$ cat config.mk
export PLATFORM = sky130hd
export DESIGN_NAME = fifo_to_mem
export DESIGN_NICKNAME = d
export VERILOG_FILES = /design/src/rtl/fifo_to_mem.sv
export SDC_FILE = /design/constraint.sdc
export NUM_CORES = 1
export LEC_CHECK = 0
export BUFFER_PORTS_ARGS = -buffer_cell sky130_fd_sc_hd__buf_2
export CAP_MARGIN = 5
export CORE_AREA = 2 2 252 254
export CTS_CLUSTER_DIAMETER = 150
export CTS_CLUSTER_SIZE = 40
export DETAILED_ROUTE_END_ITERATION = 12
export DIE_AREA = 0 0 254 256
export GPL_ROUTABILITY_DRIVEN = 1
export GPL_TIMING_DRIVEN = 0
export PLACE_DENSITY_LB_ADDON = 0.2
export SETUP_SLACK_MARGIN = 0.1
export SYNTH_ARGS = -nofsm -noshare
export SYNTH_HDL_FRONTEND = slang
export SYNTH_SLANG_ARGS = --single-unit
$ cat constraint.sdc
create_clock -name clk -period 8.5 [get_ports clk]
set_input_delay 0.425 -clock clk [delete_from_list [all_inputs] [get_ports clk]]
set_output_delay 0.425 -clock clk [all_outputs]
set_load 0.02 [all_outputs]
$ cat src/rtl/fifo_to_mem.sv
// Round-robin drain of four fallthrough FIFOs into per-queue QDR write regions.
// Define FIFO_TO_MEM_WRAP_EN for ring-overwrite at region end; default stops the queue when its region is full.

module fifo_to_mem_queue #(
    parameter int AW = 19
) (
    input  logic          clk,
    input  logic          clear,
    input  logic [AW-1:0] addr_low,
    input  logic [AW-1:0] addr_high,
    input  logic          grant,
    output logic [AW-1:0] ptr,
    output logic [AW:0]   word_count,
    output logic          region_full
);
    localparam logic [AW-1:0] ONE  = 1;
    localparam logic [AW:0]   CONE = 1;

    // Region bounds are captured at clear so mid-run edits cannot corrupt the pointer.
    logic [AW-1:0] low_r, high_r;

    always_ff @(posedge clk) begin
        if (clear) begin
            low_r       <= addr_low;
            high_r      <= addr_high;
            ptr         <= addr_low;
            word_count  <= '0;
            region_full <= (addr_high <= addr_low);
        end else if (grant) begin
            if (word_count != '1)
                word_count <= word_count + CONE;
            if (ptr == high_r - ONE) begin
`ifdef FIFO_TO_MEM_WRAP_EN
                ptr <= low_r;
`else
                region_full <= 1'b1;
`endif
            end else begin
                ptr <= ptr + ONE;
            end
        end
    end
endmodule

module fifo_to_mem #(
    parameter int NUM_QUEUES      = 4,
    parameter int MEM_ADDR_WIDTH  = 19,
    parameter int MEM_DATA_WIDTH  = 36,
    parameter int MEM_BW_WIDTH    = 4,
    parameter int FIFO_DATA_WIDTH = 72
) (
    input  logic                       clk,
    input  logic                       rst,
    input  logic                       sw_enable,
    input  logic                       cal_done,
    output logic                       mem_w_n,
    input  logic                       mem_wr_full,
    output logic [MEM_ADDR_WIDTH-1:0]  mem_ad_wr,
    output logic [MEM_DATA_WIDTH-1:0]  mem_dwl,
    output logic [MEM_DATA_WIDTH-1:0]  mem_dwh,
    output logic [MEM_BW_WIDTH-1:0]    mem_bwl_n,
    output logic [MEM_BW_WIDTH-1:0]    mem_bwh_n,
    input  logic [FIFO_DATA_WIDTH-1:0] q0_fifo_dout,
    input  logic                       q0_fifo_empty,
    output logic                       q0_fifo_rd_en,
    input  logic [MEM_ADDR_WIDTH-1:0]  q0_addr_low,
    input  logic [MEM_ADDR_WIDTH-1:0]  q0_addr_high,
    input  logic                       q0_enable,
    output logic                       q0_region_full,
    output logic [MEM_ADDR_WIDTH:0]    q0_word_count,
    input  logic [FIFO_DATA_WIDTH-1:0] q1_fifo_dout,
    input  logic                       q1_fifo_empty,
    output logic                       q1_fifo_rd_en,
    input  logic [MEM_ADDR_WIDTH-1:0]  q1_addr_low,
    input  logic [MEM_ADDR_WIDTH-1:0]  q1_addr_high,
    input  logic                       q1_enable,
    output logic                       q1_region_full,
    output logic [MEM_ADDR_WIDTH:0]    q1_word_count,
    input  logic [FIFO_DATA_WIDTH-1:0] q2_fifo_dout,
    input  logic                       q2_fifo_empty,
    output logic                       q2_fifo_rd_en,
    input  logic [MEM_ADDR_WIDTH-1:0]  q2_addr_low,
    input  logic [MEM_ADDR_WIDTH-1:0]  q2_addr_high,
    input  logic                       q2_enable,
    output logic                       q2_region_full,
    output logic [MEM_ADDR_WIDTH:0]    q2_word_count,
    input  logic [FIFO_DATA_WIDTH-1:0] q3_fifo_dout,
    input  logic                       q3_fifo_empty,
    output logic                       q3_fifo_rd_en,
    input  logic [MEM_ADDR_WIDTH-1:0]  q3_addr_low,
    input  logic [MEM_ADDR_WIDTH-1:0]  q3_addr_high,
    input  logic                       q3_enable,
    output logic                       q3_region_full,
    output logic [MEM_ADDR_WIDTH:0]    q3_word_count
);
    localparam int AW = MEM_ADDR_WIDTH;

    logic [NUM_QUEUES-1:0][FIFO_DATA_WIDTH-1:0] q_dout;
    logic [NUM_QUEUES-1:0][AW-1:0]              q_low, q_high, q_ptr;
    logic [NUM_QUEUES-1:0][AW:0]                q_cnt;
    logic [NUM_QUEUES-1:0]                      q_empty, q_en, q_full, eligible, gnt;

    assign q_dout  = {q3_fifo_dout, q2_fifo_dout, q1_fifo_dout, q0_fifo_dout};
    assign q_low   = {q3_addr_low, q2_addr_low, q1_addr_low, q0_addr_low};
    assign q_high  = {q3_addr_high, q2_addr_high, q1_addr_high, q0_addr_high};
    assign q_empty = {q3_fifo_empty, q2_fifo_empty, q1_fifo_empty, q0_fifo_empty};
    assign q_en    = {q3_enable, q2_enable, q1_enable, q0_enable};

    assign {q3_fifo_rd_en, q2_fifo_rd_en, q1_fifo_rd_en, q0_fifo_rd_en}     = gnt;
    assign {q3_region_full, q2_region_full, q1_region_full, q0_region_full} = q_full;
    assign q0_word_count = q_cnt[0];
    assign q1_word_count = q_cnt[1];
    assign q2_word_count = q_cnt[2];
    assign q3_word_count = q_cnt[3];

    logic       clear, go, found;
    logic [1:0] last_grant, gnt_id, idx;

    assign clear    = rst | ~sw_enable;
    assign eligible = q_en & ~q_empty & ~q_full;
    assign go       = ~rst & cal_done & sw_enable & ~mem_wr_full & (|eligible);

    // Scan starts one past the last winner so every eligible queue is served in turn.
    always_comb begin
        found  = 1'b0;
        gnt_id = last_grant;
        idx    = last_grant;
        gnt    = '0;
        for (int k = 1; k <= NUM_QUEUES; k++) begin
            idx = last_grant + 2'(k);
            if (!found && eligible[idx]) begin
                found  = 1'b1;
                gnt_id = idx;
            end
        end
        if (go)
            gnt[gnt_id] = 1'b1;
    end

    genvar i;
    generate
        for (i = 0; i < NUM_QUEUES; i++) begin : g_q
            fifo_to_mem_queue #(.AW(AW)) u_q (
                .clk         (clk),
                .clear       (clear),
                .addr_low    (q_low[i]),
                .addr_high   (q_high[i]),
                .grant       (gnt[i]),
                .ptr         (q_ptr[i]),
                .word_count  (q_cnt[i]),
                .region_full (q_full[i])
            );
        end
    endgenerate

    always_ff @(posedge clk) begin
        if (clear) begin
            mem_w_n    <= 1'b1;
            mem_ad_wr  <= '0;
            mem_dwl    <= '0;
            mem_dwh    <= '0;
            mem_bwl_n  <= '1;
            mem_bwh_n  <= '1;
            last_grant <= 2'd3;
        end else if (go) begin
            mem_w_n            <= 1'b0;
            mem_ad_wr          <= q_ptr[gnt_id];
            {mem_dwh, mem_dwl} <= q_dout[gnt_id];
            mem_bwl_n          <= '0;
            mem_bwh_n          <= '0;
            last_grant         <= gnt_id;
        end else begin
            mem_w_n   <= 1'b1;
            mem_bwl_n <= '1;
            mem_bwh_n <= '1;
        end
    end
endmodule

# Yosys cells after proc, flatten, opt, wreduce, memory -nomap -nowiden
# Index checks and enable logic that the tools add are counted.
[totals]
latch_bits = 0
ram_bits = 0
ff_bits = 334
memories = 0
mem_bits_ro = 0
out_inout_bits = 188
in_bits = 453
[classes]
eq_ne = 12
div_mod_pow = 0
mul = 0
shifts = 0
n_addsub = 15
bitwise_logic = 12
muxes = 48
order_cmp = 10
reduce_logical = 28
[ops]
columns = ["operator", "n"]
rows = [
  ["2-to-1 mux 19 bit", 13],
  ["binary-select mux 72 bit (select 2 bit)", 1],
  ["adder 20 x 1 -> 20 bit, second input constant", 4],
  ["!= test 20 bit, second input constant", 4],
  ["adder 19 x 1 -> 19 bit, second input constant", 4],
  ["== test 19 bit", 4],
  ["<= comparator 19 bit", 4],
  ["subtractor 19 x 1 -> 19 bit, second input constant", 4],
  ["2-to-1 mux 72 bit", 1],
  ["binary-select mux 19 bit (select 2 bit)", 1],
  ["AND reduction 2 bit", 12],
  ["2-to-1 mux 1 bit", 21],
  ["nonzero test 2 bit", 8],
  ["< comparator 2 x 3 -> 1 bit, second input constant", 5],
  ["bitwise AND 4 bit", 2],
  ["binary-select mux 1 bit (select 2 bit)", 4],
  ["2-to-1 mux 2 bit", 4],
  ["2-to-1 mux 4 bit", 2],
  ["!= test 2 bit, second input constant", 4],
  ["inverter 4 bit", 2],
  ["adder 2 bit, second input constant", 2],
  ["bitwise AND 1 bit", 4],
  ["logical AND 1 bit", 4],
  ["OR reduction 4 bit", 1],
  ["other kinds (6)", 10],
]

# Longest topological paths before layout
[depth]
word_depth = 22
mapped_depth = 10
ltp_nobuf = 9

# Modules after synthesis
# Synthesis repeated with hierarchy kept, for this count alone.
[hier_totals]
cells_unflattened = 2099
hier_area_um2 = 20171.8
[modules_own_cells]
columns = ["module", "area_each_um2", "instances", "cells_per_inst"]
rows = [
  ["fifo_to_mem_queue", 3679.8, 4, 388],
  ["fifo_to_mem", 5452.7, 1, 547],
]

# Least setup slack after synthesis
# No wires, ideal clock.
[synth_path]
kind = "register to register"
startpoint = "register g_q[0].u_q.high_r[2]"
endpoint = "register g_q[0].u_q.ptr[0], enable pin"
path_stages_with_launch = 10
slack_ns = 4.660
t_arrival_ns = 3.415
required_ns = 8.075
path_cell_list = "edfxtp_1 > clkbuf_1 > or3_1 > clkbuf_1 > nor3_1 > mux2i_1 > mux2i_1 > a22oi_1 > nor4_1 > o31ai_1"
[synth_via]
elab_chain_cells = 4
[synth_rtl]
columns = ["item", "line_no", "text"]
rows = [
  ["from (decl)", "20", "logic [AW-1:0] low_r, high_r;"],
  ["from (signal assigned)", "25", "high_r <= addr_high;"],
  ["subtractor 19 x 1 -> 19 bit", "32", "if (ptr == high_r - ONE) begin"],
  ["== test 19 bit", "32", ""],
  ["!= test 2 bit (no source line)", "-", ""],
  ["AND reduction 2 bit (no source line)", "-", ""],
  ["to (signal assigned)", "26", "ptr <= addr_low;"],
  ["to (signal assigned)", "39", "ptr <= ptr + ONE;"],
  ["to (decl)", "12", "output logic [AW-1:0] ptr,"],
]
# No other way between the ends.
# A chain may end at the register's enable or synchronous reset.

# Final worst setup path
[layout_path]
startpoint = "register g_q[0].u_q.region_full"
endpoint = "register mem_dwl[30]"
[layout_via]
elab_chain_cells = 16
elab_cells_between_ends = 27
cone_classes = "17 x mux; 3 x bitwise; 7 x reduce/logical"
[layout_rtl]
columns = ["item", "line_no", "text"]
rows = [
  ["from (decl)", "14", "output logic region_full"],
  ["from (signal assigned)", "28", "region_full <= (addr_high <= addr_low);"],
  ["inverter 4 bit (*)", "120", "assign eligible = q_en & ~q_empty & ~q_full;"],
  ["bitwise AND 4 bit (*)", "120", ""],
  ["binary-select mux 1 bit (select 2 bit)", "131", "if (!found && eligible[idx]) begin"],
  ["2-to-1 mux 1 bit (not written as such)", "131", ""],
  ["2-to-1 mux 1 bit", "131", ""],
  ["zero test 1 bit", "131", ""],
  ["logical AND 1 bit", "131", ""],
  ["2-to-1 mux 1 bit", "131", ""],
  ["zero test 1 bit", "131", ""],
  ["logical AND 1 bit", "131", ""],
  ["2-to-1 mux 1 bit", "131", ""],
  ["zero test 1 bit", "131", ""],
  ["logical AND 1 bit", "131", ""],
  ["2-to-1 mux 2 bit", "131", ""],
  ["binary-select mux 72 bit (select 2 bit)", "168", "{mem_dwh, mem_dwl} <= q_dout[gnt_id];"],
  ["2-to-1 mux 72 bit (not written as such)", "168", ""],
  ["to (signal assigned)", "168", ""],
  ["to (decl)", "59", "output logic [MEM_DATA_WIDTH-1:0] mem_dwl,"],
]
# Every way passes the cells marked *; elsewhere a longest branch is shown, timed or not. The select of a mux whose other input is x is not followed.

==> impl_metrics.prom <==
# TYPE chip_impl_metric gauge
chip_impl_metric{name="detail_route.vias_per_cell",unit=""} 5.299
chip_impl_metric{name="postRouteAntennaNets",unit=""} 0
chip_impl_info{name="yosys.cell_count.top_type",value="sky130_fd_sc_hd__nand2_1"} 1
chip_impl_metric{name="yosys_warnings",unit=""} 0
chip_impl_metric{name="coreArea",unit="sq um"} 62390
chip_impl_metric{name="share_clk_of_total_power",unit="%"} 25.5
chip_impl_metric{name="wl",unit="um"} 93790
chip_impl_metric{name="fin_crit_sh",unit="%"} 58.96
chip_impl_metric{name="share_seq_of_total_power",unit="%"} 51.9
chip_impl_metric{name="netlist-cell-type-count",unit=""} 72
chip_impl_metric{name="clock_tree.buffer_depth",unit=""} 3
chip_impl_metric{name="slew_violations",unit=""} 0
chip_impl_metric{name="dieArea",unit="sq um"} 65020
chip_impl_metric{name="detail_route.wl_per_cell",unit="um"} 25.09
chip_impl_metric{name="num-nets-final",unit=""} 3409
chip_impl_metric{name="synthArstFlopShare",unit="%"} 0
chip_impl_metric{name="dp_hpwl",unit="um"} 77010
chip_impl_metric{name="cts.hold.buffers_added",unit=""} 0
chip_impl_metric{name="min_delay_path_depth",unit=""} 1
chip_impl_metric{name="die-height",unit="um"} 256
chip_impl_metric{name="period_needed",unit="ns"} 5.012
chip_impl_metric{name="ir_drop",unit="mV"} 0.1490
chip_impl_metric{name="p_total",unit="mW"} 3.611
chip_impl_metric{name="final_cell_count_no_fill",unit=""} 3739
chip_impl_metric{name="cellInternalPower",unit="mW"} 2.420
chip_impl_info{name="critPathLaunch",value="g_q[0].u_q.region_full"} 1
chip_impl_metric{name="finalHoldViolCount",unit=""} 0
chip_impl_metric{name="ys_seq_elements",unit=""} 330
chip_impl_metric{name="clkSinkCount",unit=""} 330
chip_impl_metric{name="fmaxAchievable",unit="MHz"} 199.5
chip_impl_metric{name="area_growth",unit="%"} 23.59
chip_impl_metric{name="fillerInstances",unit=""} 6409
chip_impl_metric{name="postCtsSetupRepairBufs",unit=""} 0
chip_impl_metric{name="horizontal_die_dimension",unit="um"} 254
chip_impl_metric{name="power_leakage",unit="nW"} 10.54
chip_impl_info{name="synth.largest_area_cell",value="sky130_fd_sc_hd__edfxtp_1"} 1
chip_impl_metric{name="postLayoutCellArea",unit="sq um"} 25220
chip_impl_metric{name="post_route_cells_drive_above_1_share",unit="%"} 24.52
chip_impl_metric{name="mappedNetlistNets",unit=""} 2751
chip_impl_metric{name="regToRegSetupSlack",unit="ns"} 3.49
chip_impl_metric{name="io-pin-count",unit=""} 641
chip_impl_metric{name="numCtsBuffers",unit=""} 13
chip_impl_metric{name="cellPowerDensity",unit="nW/um^2"} 143.2
chip_impl_metric{name="tightestPinTransition",unit="ns"} 1.337
chip_impl_info{name="cp-end-kind",value="register"} 1
chip_impl_metric{name="initial_utilization",unit="%"} 32.71
chip_impl_metric{name="post_synth.cell_area_avg",unit="sq um"} 9.235
chip_impl_metric{name="drtPass1Iterations",unit=""} 5
chip_impl_metric{name="syn_area",unit="sq um"} 20410
chip_impl_info{name="crit-reg2reg-capture",value="mem_dwl[30]"} 1
chip_impl_info{name="synth_flop_cell",value="sky130_fd_sc_hd__dfxtp_1"} 1
chip_impl_metric{name="clkLatencyLatePin",unit="ns"} 0.58
chip_impl_metric{name="rows",unit=""} 92
chip_impl_metric{name="detailroute.via_count",unit=""} 19810
chip_impl_metric{name="number_of_enable_flip_flop_cells_after_synthesis",unit=""} 156
chip_impl_metric{name="worst_ep_arrival_time",unit="ns"} 5.42
chip_impl_metric{name="grt_antenna_before_repair",unit=""} 31
chip_impl_metric{name="cts_htree_levels",unit=""} 1
chip_impl_info{name="post_synth_main_area_contributors",value="sky130_fd_sc_hd__edfxtp_1 23%, sky130_fd_sc_hd__dfxtp_1 17%, sky130_fd_sc_hd__mux2i_1 9.3%"} 1
chip_impl_metric{name="grt_max_degree",unit=""} 48
chip_impl_info{name="crit_type",value="reg -> reg"} 1
chip_impl_info{name="tritoncts",value="done"} 1
chip_impl_metric{name="combPwrFrac",unit="%"} 22.6
chip_impl_metric{name="timing.reg2reg.worst_path_depth",unit=""} 8
chip_impl_metric{name="max_slew_margin",unit="%"} 10.89
chip_impl_metric{name="gr-total-overflow",unit=""} 0
chip_impl_metric{name="gr-usage-all-layers",unit="%"} 27.69
chip_impl_metric{name="port_buffers",unit=""} 640
chip_impl_metric{name="drt_iter0_markers",unit=""} 1327
chip_impl_info{name="start_kind",value="register"} 1
chip_impl_metric{name="clock_pin_transition_on_the_worst_setup_and_hold_timing_paths",unit="ns"} 0.15
chip_impl_metric{name="placedInstanceArea",unit="sq um"} 24740
chip_impl_metric{name="netlist_instances",unit=""} 2210
chip_impl_metric{name="fin_worst_skew",unit="ns"} 0.04286
chip_impl_metric{name="maximum_fanout_along_the_worst_path",unit=""} 10
chip_impl_metric{name="place.gp.congestion",unit=""} 0.9361
chip_impl_metric{name="swShare",unit="%"} 32.98
chip_impl_metric{name="synth_largest_type_area_fraction",unit="%"} 22.95
chip_impl_metric{name="max_cap_violations",unit=""} 0
chip_impl_metric{name="synth_seq_area_share",unit="%"} 40.02
chip_impl_metric{name="netSwitchingPower",unit="mW"} 1.191
chip_impl_metric{name="cts.repair.resized",unit=""} 0
chip_impl_metric{name="tns",unit="ns"} 0
chip_impl_metric{name="remaining_drc_errors",unit=""} 0
chip_impl_metric{name="dp.cells",unit=""} 3699
chip_impl_metric{name="cp_data_required_time",unit="ns"} 8.91
chip_impl_info{name="rsz0062_at_grt",value="no"} 1
chip_impl_info{name="worstHoldEndpoint",value="g_q[1].u_q.high_r[5]"} 1
chip_impl_metric{name="finalSetupViolations",unit=""} 0
chip_impl_info{name="hold_path_class",value="in -> reg"} 1
chip_impl_info{name="reg2reg_from",value="g_q[0].u_q.region_full"} 1
chip_impl_metric{name="grt_pass1_vias",unit=""} 19370
chip_impl_info{name="outcome",value="finished, final reports clean"} 1
chip_impl_info{name="clock-root-buffer",value="sky130_fd_sc_hd__clkbuf_16"} 1
chip_impl_info{name="yosys-top-cells-count",value="246 x sky130_fd_sc_hd__nand2_1, 190 x sky130_fd_sc_hd__mux2i_1, 174 x sky130_fd_sc_hd__dfxtp_1, 156 x sky130_fd_sc_hd__edfxtp_1, 134 x sky130_fd_sc_hd__nor2_1"} 1
chip_impl_metric{name="final_core_utilization",unit="%"} 40.43
chip_impl_metric{name="grt_pass1_wl",unit="um"} 131500
chip_impl_info{name="holdCritStartpoint",value="q1_addr_high[5]"} 1
==> flip-flops by register name (all words and copies together) (netlist names) <==
register	flops
g_q.u_q.ptr	76
mem_ad_wr	19
last_grant	2
g_q.u_q.word_count	80
mem_bwh_n	1
g_q.u_q.region_full	4
mem_dwl	36
g_q.u_q.high_r	76
mem_dwh	36
==> metrics by stage <==
stage / hold WS (ns) / setup slack, ns
after floorplan: 0.5108 / 4.660
after detailed placement: 0.4437 / 3.451
final: 0.02616 / 3.488
after CTS: 0.002245 / 3.424
after global routing: 0.01149 / 3.348
after global placement: 0.4387 / 1.998
==> worst max-delay path, stage by stage (launching register included) <==
cell and delay [ns]:
sky130_fd_sc_hd__edfxtp_1 0.54, sky130_fd_sc_hd__nor3b_1 0.64, sky130_fd_sc_hd__o22ai_1 0.22, sky130_fd_sc_hd__mux2_2 0.33
sky130_fd_sc_hd__nor2_1 0.96, sky130_fd_sc_hd__clkbuf_1 0.66, sky130_fd_sc_hd__buf_2 0.50, sky130_fd_sc_hd__mux2i_1 0.72
sky130_fd_sc_hd__o221ai_1 0.23
==> routing by layer <==
metal	GRT usage [%]	up-vias	wire, um
met5	0	-	69
met4	17.03	12	6537
met3	5.166	163	5803
met2	49.48	750	46540
met1	30.01	9492	34850
li1	-	9395	-
==> cell type report <==
type                    count  area, sq um  share of cell area, %
diodes                     18        45.04                 0.1786
plain buffers             127        526.8                  2.088
clock buffers              15        354.1                  1.404
clock inverters             7        87.58                 0.3473
inverters                 110        412.9                  1.637
multi-input cells        1643        11320                  44.89
flip-flops and latches    330         8168                  32.38
well taps                 846         1059                  4.197
repair buffers            643         3247                  12.87
==> power by group through the flow <==
stage / Clock, mW / Combinational [mW] / Sequential, mW
detailed placement: 0 / 0.813 / 1.91
finish: 0.920 / 0.817 / 1.87
global placement: 0 / 0.795 / 1.91
floorplan: 0 / 0.454 / 1.88
global route: 0.986 / 0.887 / 1.89
CTS: 0.942 / 0.816 / 1.87
==> worst max-delay path by stage <==
stage / slack, ns / end
floorplan: 4.66 / g_q[0].u_q.ptr[0]
global placement: 2.00 / g_q[1].u_q.high_r[4]
detailed placement: 3.45 / mem_dwl[30]
CTS: 3.42 / mem_dwl[30]
global route: 3.35 / mem_dwl[30]
finish: 3.49 / mem_dwl[30]
==> logic make-up after synthesis <==
kind of cell               count (synthesis)  share of synthesized area [%]
and+or+nand+nor                          765                          18.54
AOI/OAI and AO/OA                        383                          12.79
DFF                                      330                          40.02
buffers and inverters                    237                          4.586
xor gates and xnor gates                 214                          9.184
muxes                                    193                          9.484
adders and majority gates                 88                          5.395
==> layout by cell type (no fill, tap or decap), types with 24 or more instances in the layout <==
master | Yosys | routed
sky130_fd_sc_hd__buf_2 | 13 | 654
sky130_fd_sc_hd__nand2_1 | 246 | 246
sky130_fd_sc_hd__mux2i_1 | 190 | 190
sky130_fd_sc_hd__dfxtp_1 | 174 | 174
sky130_fd_sc_hd__edfxtp_1 | 156 | 156
sky130_fd_sc_hd__nor2_1 | 134 | 134
sky130_fd_sc_hd__o21ai_0 | 125 | 125
sky130_fd_sc_hd__inv_1 | 109 | 109
sky130_fd_sc_hd__xnor2_1 | 108 | 108
sky130_fd_sc_hd__xor2_1 | 106 | 106
sky130_fd_sc_hd__clkbuf_1 | 103 | 103
sky130_fd_sc_hd__o221ai_1 | 92 | 92
sky130_fd_sc_hd__ha_1 | 88 | 88
sky130_fd_sc_hd__nand3_1 | 84 | 84
sky130_fd_sc_hd__a21oi_1 | 63 | 62
sky130_fd_sc_hd__nand4_1 | 61 | 61
sky130_fd_sc_hd__and3_1 | 49 | 49
sky130_fd_sc_hd__nor3_1 | 40 | 40
sky130_fd_sc_hd__nor4_1 | 32 | 32
sky130_fd_sc_hd__a21o_1 | 27 | 27
sky130_fd_sc_hd__or3_1 | 24 | 24
(Power assumes the default switching activity.)
